$ cat config.mk
export PLATFORM = sky130hd
export DESIGN_NAME = instr_fetch_unit
export DESIGN_NICKNAME = d
export VERILOG_FILES = /design/src/rtl/instr_fetch_unit.sv
export SDC_FILE = /design/constraint.sdc
export NUM_CORES = 1
export LEC_CHECK = 0
export ABC_AREA = 1
export CORE_MARGIN = 3
export CORE_UTILIZATION = 55
export DETAILED_ROUTE_END_ITERATION = 7
export DONT_BUFFER_PORTS = 1
export MAX_ROUTING_LAYER = met4
export PLACE_DENSITY = 0.68
export SYNTH_ARGS = -nofsm -noshare
export SYNTH_HDL_FRONTEND = slang
export SYNTH_SLANG_ARGS = --single-unit
$ cat constraint.sdc
create_clock -name clk -period 11.1 [get_ports clk]
set_input_delay 1.11 -clock clk [delete_from_list [all_inputs] [get_ports clk]]
set_output_delay 1.11 -clock clk [all_outputs]
set_load 0.02 [all_outputs]
$ cat src/rtl/instr_fetch_unit.sv
// instr_fetch_unit: RV32I fetch stage with PC, req/gnt/rvalid fetch port, in-order prefetch FIFO and redirect flush.
module instr_fetch_unit #(
  parameter logic [31:0] RESET_PC   = 32'h0000_0000,
  parameter int          FIFO_DEPTH = 2
) (
  input  logic        clk,
  input  logic        reset,
  output logic        imem_req,
  output logic [31:0] imem_addr,
  input  logic        imem_gnt,
  input  logic        imem_rvalid,
  input  logic [31:0] imem_rdata,
  input  logic        redirect,
  input  logic [31:0] redirect_pc,
  output logic        instr_valid,
  input  logic        instr_ready,
  output logic [31:0] idata,
  output logic [31:0] iaddr,
  output logic [31:0] pc
);
  localparam int AW = $clog2(FIFO_DEPTH);
  typedef logic [AW:0] ptr_t;
  typedef enum logic [1:0] {IDLE, FETCH, FLUSH} state_t;
  state_t state, state_n;
  // Slots are allocated at grant (wr), filled at response (fill), retired at pop (rd).
  ptr_t wr, fill, rd, drop, drop_n, outstanding;
  logic [31:0] data_q [FIFO_DEPTH];
  logic [31:0] addr_q [FIFO_DEPTH];
  logic pop, accept, discard, consume;
  assign outstanding = wr - fill;
  assign instr_valid = fill != rd;
  assign pop = instr_valid && instr_ready;
  // A pop this cycle frees a slot, so issue can continue back-to-back without overflow.
  assign imem_req = state == FETCH && !redirect && ptr_t'(wr - rd - ptr_t'(pop)) < ptr_t'(FIFO_DEPTH);
  assign accept = imem_req && imem_gnt;
  assign discard = imem_rvalid && drop != '0;
  assign consume = imem_rvalid && drop == '0 && outstanding != '0;
  assign imem_addr = pc;
  assign idata = instr_valid ? data_q[rd[AW-1:0]] : '0;
  assign iaddr = instr_valid ? addr_q[rd[AW-1:0]] : '0;
  always_comb begin
    drop_n = drop - ptr_t'(discard);
    drop_n = redirect ? drop_n + outstanding - ptr_t'(consume) : drop_n;
    state_n = state == IDLE  ? FETCH :
              state == FETCH ? ((redirect && drop_n != '0) ? FLUSH : FETCH) :
              ((redirect || drop_n != '0) ? FLUSH : FETCH);
  end
  always_ff @(posedge clk or posedge reset) begin
    if (reset) begin
      state <= IDLE;
      pc    <= RESET_PC;
      wr    <= '0;
      fill  <= '0;
      rd    <= '0;
      drop  <= '0;
    end else begin
      state <= state_n;
      drop  <= drop_n;
      if (redirect) begin
        pc   <= redirect_pc & ~32'h3;
        wr   <= '0;
        fill <= '0;
        rd   <= '0;
      end else begin
        if (accept) begin
          pc <= pc + 32'd4;
          wr <= wr + 1'b1;
        end
        if (consume) fill <= fill + 1'b1;
        if (pop) rd <= rd + 1'b1;
      end
    end
  end
  always_ff @(posedge clk) begin
    if (accept) addr_q[wr[AW-1:0]] <= pc;
    if (consume) data_q[fill[AW-1:0]] <= imem_rdata;
  end
endmodule

==> impl_metrics.csv, run 1 <==
group,metric,value,unit
die,rows,42,
grt,grt_use_met3,7.99,%
timing,period_needed,4.36,ns
timing,setup_tns,0,ns
grt,gr-total-overflow,0,
power,power_leakage,3.13,nW
power,p_int,1.14,mW
final_layout,design_area,8110,µm²
die,io_pins,200,
route,drtAntennaViolNets,0,
synth,synth.avg_cell_area,9.79,µm²
final_layout,fill_cells,1106,
power,p_comb_share,11.0,%
clocking,clockBufferDepth,2,
placement,numPortBuffers,0,
clocking,cts_sinks,164,
synth,syn_area,7620,µm²
synth,synth_seq_cells,164,
power,irDropWorstVdd,0.0000807,V
power,p_sw_share,28.7,%
placement,hpwl,11.5,mm
route,via_count,5159,
timing,fin_skew,0.00964,ns
critical_path,startpoint_type,"flip-flop",
timing,clock.fmax,230,MHz
timing,slew_viol_final,0,
final_layout,diodes,0,
synth,async_flop_share,24.4,%
critical_path,crit_required,9.99,ns
critical_path,end_kind,"output pin",
power,p_total,1.60,mW
placement,globalplace.congestion,0.897,
clocking,ctsResizeCount,0,
timing,finalCritPeriodShare,39.3,%
timing,whs,0.536,ns
die,die_area,15300,µm²
final_layout,drive_gt1_share,5.71,%
clocking,clock_latency,0.43,ns
route,routed_via_density,5.55,
clocking,cts_setup_buffers,0,
grt,grt_pass1_wl,26.5,mm
critical_path,crit_arrival,3.25,ns
synth,synth-edff-count,124,
power,p_clk_share,38.4,%
route,drcViolationCount,0,
worst_hold_path,whs_path_depth,3,
die,die_y,124,µm
synth,synth_sequential_area_ratio,62.0,%
route,wirelength,17.0,mm
clocking,clk_pin_slew,0.06,ns
die,core_area,13400,µm²
timing,setup_viol,0,
clocking,h-tree-depth,4,
grt,grt-busiest-layer,"met2",
grt,antenna_found_initial,0,
timing,rsz0062_at_grt,"no",
power,powerDensity,197,nW/µm²
synth,ys_warn_count,0,
synth,synth_flop_cell,"edfxtp_1",
clocking,cts_buffers,17,
timing,slew_headroom,25.1,%
critical_path,r2r_cells,9,
synth,syn_inst,779,
timing,final-hold-violation-count,0,
grt,grtUsageMet2,37.4,%
synth,synth_cell_types,31,
route,drt_iter0_drc,441,
grt,grt_pass1_vias,5131,
route,wl_per_cell,18.3,µm
clocking,postCtsHoldBufs,0,
final_layout,fin_util,60.6,%
critical_path,crit_type,"reg2out",
power,power_switching,459,µW
worst_hold_path,hold_path_class,"reg2reg",
timing,tightestPinTransition,1.12,ns
final_layout,nets,816,
final_layout,final_common_cell,"nand2_1",
route,drtPass1Iterations,5,
critical_path,crit_fanout,65,
final_layout,layout_common_cells,"nand2_1 (272), edfxtp_1 (124), a21oi_1 (67)",
die,initial_core_util,56.9,%
die,die_w,124,µm
placement,placed_area,7500,µm²
power,pwr-share-seq,50.6,%
grt,grt_util_met1,28.3,%
critical_path,timing.reg2reg.setup_slack,7.04,ns
grt,grt_max_degree,66,
clocking,root_buffer,"clkbuf_16",
run,drv_cap,0,
final_layout,area_growth,6.43,%
clocking,cts_tree,"done",
status,status,"complete, no violations",
grt,grt_use_total,23.5,%
==> path summary, 6_finish.rpt <==
kind                               start       endpoint
worst max-delay path               rd[0]       iaddr[2]
worst min-delay path            state[1]       state[0]
worst max register to register     rd[0]  addr_q[1][23]
worst min register to register  state[1]       state[0]
max in group asynchronous          reset          rd[0]
min in group asynchronous          reset  imem_addr[13]
==> routing by layer <==
layer | vias up | wire, µm | part of all wire, %
met5 | - | 0 | 0
met4 | 0 | 288 | 1.7
met3 | 22 | 1550 | 9.1
met2 | 200 | 8210 | 48
met1 | 2458 | 6930 | 41
li1 | 2479 | - | -
==> through the flow <==
step,instances,setup slack [ns]
global route,929,6.47
finish,929,6.74
CTS,929,6.64
global placement,897,7.08
floorplan,784,7.33
detailed placement,897,6.95
==> state kept, by name (all words and copies together), names as in the netlist <==
name,count
imem_addr,30
data_q,64
rd,2
drop,2
fill,2
addr_q,60
wr,2
state,2
==> power by group through the flow <==
stage          Combinational, mW  Clock (mW)  Sequential [mW]
2_1_floorplan              0.195           0            0.775
3_3_place_gp               0.168           0            0.818
3_5_place_dp               0.176           0            0.821
4_1_cts                    0.177       0.619            0.808
5_1_grt                    0.201       0.647            0.815
6_report                   0.176       0.613            0.807
==> cell type report <==
cell class              instances  area (µm²)  share of cell area [%]
clock buffers                  20         437                    5.38
clock inverters                12         178                    2.19
inverters                      45         169                    2.08
multi-input cells             510        2370                    29.2
flip-flops and latches        164        4730                    58.2
well taps                     176         220                    2.71
repair buffers                  2        15.0                   0.185
==> logic make-up (layout without fill, tap and decap cells) <==
logic type      count (synthesis)  in the layout  synth area share (%)
fa+ha+maj                       6              6                 0.985
xor+xnor                       21             21                  2.41
buf+inv                       110             79                  7.58
flops                         164            164                  62.0
compound gates                 89             89                  6.32
simple gates                  388            388                  20.7
other cells                     1              6                0.0492
==> synth_stat cells (2+ instances only) <==
cell type / n / area share [%]
a21o_1: 2 / 0.20
a21oi_1: 67 / 4.4
buf_4: 36 / 3.5
buf_6: 4 / 0.59
clkbuf_1: 25 / 1.2
dfrtp_1: 40 / 13
edfxtp_1: 124 / 49
ha_1: 6 / 0.98
inv_1: 42 / 2.1
inv_2: 3 / 0.15
nand2_1: 272 / 13
nand3_1: 44 / 2.9
nand3_2: 2 / 0.26
nand4_1: 6 / 0.49
nor2_1: 51 / 2.5
nor3_1: 9 / 0.59
o211ai_1: 6 / 0.59
o21ai_0: 7 / 0.46
o21bai_1: 2 / 0.20
xnor2_1: 10 / 1.1
xor2_1: 11 / 1.3
==> critical path: stages (launching register included) <==
cell and delay, ns:
dfrtp_2 0.41, inv_2 0.79, nand2_1 0.11, nand3_1 0.35
inv_2 0.48, a21oi_1 0.68
No activity file was read; power rests on OpenSTA's default activity.
==> run 2: changes to the inputs <==
==> constraint.sdc (replaced) <==
create_clock -name clk -period 4.1 [get_ports clk]
set_input_delay 0.41 -clock clk [delete_from_list [all_inputs] [get_ports clk]]
set_output_delay 0.41 -clock clk [all_outputs]
set_load 0.02 [all_outputs]
==> run 2 against run 1 <==
The flow now finishes with violations (negative hold slack). Sequential power rose to 2.7 times the previous value. Clock skew fell by 0.0044 ns. Via count rose by 0.29%. Combinational power rose to 2.7 times the previous value. Final cell count rose by 0.22%. Global-route usage fell by 0.60 points. Largest cell class unchanged.
==> impl_metrics.csv, run 2 (synthesis results as in run 1) <==
group,metric,value,unit
clocking,cts_setup_buffers,0,
clocking,cts_buffers,17,
route,drtAntennaViolNets,0,
critical_path,startpoint_type,"flip-flop",
final_layout,layout_common_cells,"nand2_1 (272), edfxtp_1 (124), a21oi_1 (67)",
status,violations,"negative hold slack",
route,drt_iter0_drc,444,
timing,slew_headroom,28.5,%
critical_path,crit_arrival,3.22,ns
power,p_int,3.13,mW
clocking,cts_tree,"done",
route,drtPass1Iterations,4,
final_layout,final_common_cell,"nand2_1",
timing,tightestPinTransition,1.07,ns
route,routed_via_density,5.56,
route,wl_met1,6.71,mm
clocking,h-tree-depth,4,
route,wl_per_cell,18.0,µm
clocking,clk_pin_slew,0.06,ns
timing,finalCritPeriodShare,76.8,%
clocking,cts_sinks,164,
timing,setup_tns,0,ns
grt,antenna_found_initial,0,
power,p_clk_share,38.7,%
clocking,root_buffer,"clkbuf_16",
die,die_w,124,µm
timing,period_needed,3.15,ns
critical_path,crit_required,4.17,ns
timing,final-hold-violation-count,3,
clocking,postCtsHoldBufs,0,
die,die_y,124,µm
final_layout,fin_cells,931,
route,drcViolationCount,0,
power,power_switching,1.20,mW
worst_hold_path,hold_path_class,"in2async",
power,pwr-share-seq,50.3,%
clocking,ctsResizeCount,0,
placement,numPortBuffers,0,
grt,grt_use_total,22.9,%
die,initial_core_util,56.9,%
final_layout,area_growth,6.83,%
die,core_area,13400,µm²
timing,slew_viol_final,0,
timing,whs,-0.00308,ns
critical_path,crit_fanout,29,
die,io_pins,200,
placement,globalplace.congestion,0.915,
final_layout,multiInputGateArea,2370,µm²
timing,clock.fmax,317,MHz
timing,rsz0062_at_grt,"no",
power,power_leakage,3.15,nW
final_layout,fill_cells,1113,
placement,hpwl,11.4,mm
critical_path,crit_type,"reg2reg",
final_layout,largest_reg_flops,64,
grt,grt_max_degree,64,
power,p_comb_share,11.0,%
timing,fin_skew,0.00523,ns
clocking,clock_latency,0.42,ns
route,top_layer,"met4",
placement,dp.cells,900,
power,p_sw_share,27.8,%
grt,grt_pass1_vias,4762,
power,irDropWorstVdd,0.000241,V
critical_path,r2r_cells,10,
timing,setup_viol,0,
route,route.met3.wl,1.63,mm
power,powerDensity,533,nW/µm²
route,wirelength,16.8,mm
critical_path,end_kind,"flip-flop",
run,drv_cap,0,
clocking,clockBufferDepth,2,
final_layout,register_area,4730,µm²
final_layout,diodes,0,
grt,grt_pass1_wl,25.6,mm
final_layout,drive_gt1_share,5.70,%
status,status,"finished, violations left",
route,via_count,5174,
die,die_area,15300,µm²
final_layout,nets,819,
grt,gr-total-overflow,0,
route,wl_met2,8.02,mm
die,rows,42,
-- run 2: power by group through the flow --
stage                     combinational, mW  sequential (mW)  clock, mW
final                                 0.477             2.18       1.68
after global routing                  0.543             2.21       1.79
after CTS                             0.480             2.19       1.70
after detailed placement              0.475             2.22          0
after global placement                0.456             2.22          0
after floorplan                       0.527             2.10          0
-- run 2: final timing paths --
path,start,to,slack (ns)
max,fill[0],addr_q[1][9],0.95
min,reset,imem_addr[2],-0.003
max reg2reg,fill[0],addr_q[1][9],0.95
min reg2reg,state[1],state[0],0.54
max in group asynchronous,reset,rd[0],3.72
min in group clk,redirect,rd[1],0.07
-- run 2: cell type report --
class	count	share of cell area [%]
repair buffers	5	0.461
flip-flops and latches	164	58.0
well taps	176	2.70
inverters	45	2.07
clock buffers	22	5.45
multi-input cells	510	29.1
clock inverters	9	2.18
-- run 2: metrics by stage --
step	instance area [µm²]	power (mW)	setup slack (ns)	util [%]	hold slack, ns
floorplan	7640	2.62	0.486	-	0.491
global placement	7520	2.67	1.03	56.1	0.463
detailed placement	7520	2.70	0.903	56.1	0.466
CTS	8140	4.37	0.900	60.8	0.00873
global route	8140	4.54	0.686	60.8	0.0304
finish	8140	4.34	0.949	60.8	-0.00308
-- run 2: metal layers --
| layer | GRT usage, % | vias up |
|---|---|---|
| met3 | 8.36 | 32 |
| met1 | 27.5 | 2448 |
| met4 | 9.48 | 0 |
| met5 | - | - |
| li1 | - | 2484 |
| met2 | 35.3 | 210 |
-- run 2: worst max-delay path, cell delays in order (launching register included) --
cell and delay, ns:
dfrtp_1 0.45, inv_1 0.12, nand2_1 0.07, nand3_1 0.29, nand2_1 0.20, ha_1 0.26, a21o_1 0.19, xor2_1 0.20
nand3_2 0.33, nor2_4 0.23, buf_4 0.43
==> run 3: changes to the inputs <==
==> constraint.sdc (replaced) <==
create_clock -name clk -period 3.05 [get_ports clk]
set_input_delay 0.305 -clock clk [delete_from_list [all_inputs] [get_ports clk]]
set_output_delay 0.305 -clock clk [all_outputs]
set_load 0.02 [all_outputs]
==> run 3 against run 2 <==
The run now ends clean. Critical endpoint is now imem_addr[4]. Largest power group unchanged. Global-route usage increased by 1.0 points. First-iteration DRC count shrank 6.5%. Combinational power grew 61%. Setup slack got worse by 0.68 ns.
==> impl_metrics.csv, run 3 (synthesis results as in run 1) <==
group,metric,value,unit
clocking,cts_sinks,164,
die,die_y,124,µm
die,rows,42,
die,die_area,15300,µm²
timing,fin_skew,0.0115,ns
power,powerDensity,653,nW/µm²
clocking,ctsResizeCount,0,
route,drtAntennaViolNets,0,
status,status,"complete, no violations",
route,routed_via_density,5.41,
grt,grt_pass1_wl,27.1,mm
grt,gr-total-overflow,0,
timing,period_needed,2.78,ns
placement,placed_area,7970,µm²
timing,finalCritPeriodShare,91.0,%
grt,grt_use_total,24.0,%
placement,pre_cts_slack,0.316,ns
final_layout,area_growth,16.7,%
die,initial_core_util,56.9,%
grt,antenna_found_initial,0,
critical_path,crit_required,3.37,ns
route,via_count,5521,
placement,dp.cells,954,
critical_path,crit_type,"reg2reg",
final_layout,drive_gt1_share,12.0,%
clocking,cts_tree,"done",
critical_path,crit_fanout,27,
route,wl_per_cell,17.2,µm
die,die_w,124,µm
critical_path,end_kind,"flip-flop",
die,core_area,13400,µm²
timing,clock.fmax,360,MHz
placement,numPortBuffers,0,
route,drcViolationCount,0,
critical_path,crit_arrival,3.10,ns
clocking,cts_buffers,17,
worst_hold_path,hold_path_class,"in2reg",
grt,grt_max_degree,64,
clocking,clk_pin_slew,0.06,ns
clocking,clockBufferDepth,2,
final_layout,nets,907,
clocking,h-tree-depth,4,
timing,setup_tns,0,ns
final_layout,layout_common_cells,"nand2_1 (272), edfxtp_1 (124), a21oi_1 (67)",
timing,setup_viol,0,
route,drt_iter0_drc,415,
timing,slew_viol_final,0,
final_layout,design_area,8900,µm²
timing,rsz0062_at_grt,"no",
placement,hpwl,11.8,mm
critical_path,startpoint_type,"flip-flop",
clocking,clock_latency,0.42,ns
timing,slew_headroom,49.5,%
final_layout,fill_cells,1072,
clocking,root_buffer,"clkbuf_16",
final_layout,largest_reg_flops,64,
timing,setup_slack,0.273,ns
die,io_pins,200,
final_layout,fin_cells,1020,
clocking,cts_setup_buffers,0,
route,wirelength,17.6,mm
grt,grt_pass1_vias,5281,
final_layout,diodes,0,
timing,whs,0.0193,ns
power,irDropWorstVdd,0.000324,V
timing,tightestPinTransition,0.756,ns
placement,globalplace.congestion,0.931,
route,drtPass1Iterations,5,
run,drv_cap,0,
power,power_leakage,3.57,nW
timing,final-hold-violation-count,0,
final_layout,final_common_cell,"nand2_1",
run 3: cell count changes in the layout (fill, tap and decap cells not counted), sizes merged:
cell,delta
dlygate4sd3,+34
bufinv,-2
clkinvlp,+3
inv,+1
clkbuf,-2
clkinv,+1
buf,+54
run 3: final timing paths:
kind | cells past startpoint | from | end | slack [ns]
min reg2reg | 3 | state[1] | state[0] | 0.52
min in group asynchronous | 2 | reset | state[1] | 0.47
min | 2 | redirect_pc[27] | imem_addr[27] | 0.02
max reg2reg | 12 | fill[0] | imem_addr[4] | 0.27
max in group asynchronous | 3 | reset | imem_addr[19] | 1.79
max | 12 | fill[0] | imem_addr[4] | 0.27
run 3: cell type report:
cell class / count / area, µm² / share of cell area, %
Inverter: 45 / 169 / 1.90
Clock buffer: 20 / 437 / 4.91
Multi-Input combinational cell: 510 / 2370 / 26.6
Timing Repair Buffer: 93 / 821 / 9.23
Clock inverter: 12 / 155 / 1.74
Tap cell: 176 / 220 / 2.48
Sequential cell: 164 / 4730 / 53.1
run 3: through the flow:
stage	util (%)	total power [mW]
CTS	66.4	5.85
detailed placement	59.4	3.69
floorplan	-	3.53
global route	66.4	6.08
global placement	59.4	3.65
finish	66.4	5.81
run 3: routing by layer:
layer  vias to the layer above  track usage [%]  wire (µm)
li1                       2654                -          -
met1                      2642             30.3       7340
met2                       215             38.0       8720
met3                        10             6.45       1360
met4                         0             7.82        176
met5                         -                -          0
run 3: report_power, final:
part           switching, mW  internal (mW)  total, mW
sequential             0.342           2.57       2.91
clock                  0.836           1.29       2.13
combinational          0.491          0.276      0.767
total                   1.67           4.14       5.81
run 3: critical path, stage by stage (launching register included):
cell and delay, ns:
dfrtp_1 0.46, inv_1 0.16, nand2_1 0.07, nand3_1 0.10, nand2_1 0.08, ha_1 0.28
a21o_1 0.19, xor2_1 0.27, nand3_2 0.20, buf_4 0.23, inv_2 0.34, o21ai_0 0.20
o211ai_1 0.13
run 3: repair_timing:
action	CTS	global route
hold endpoints to repair	84	0
hold buffers	34	0
setup endpoints to repair	0	0
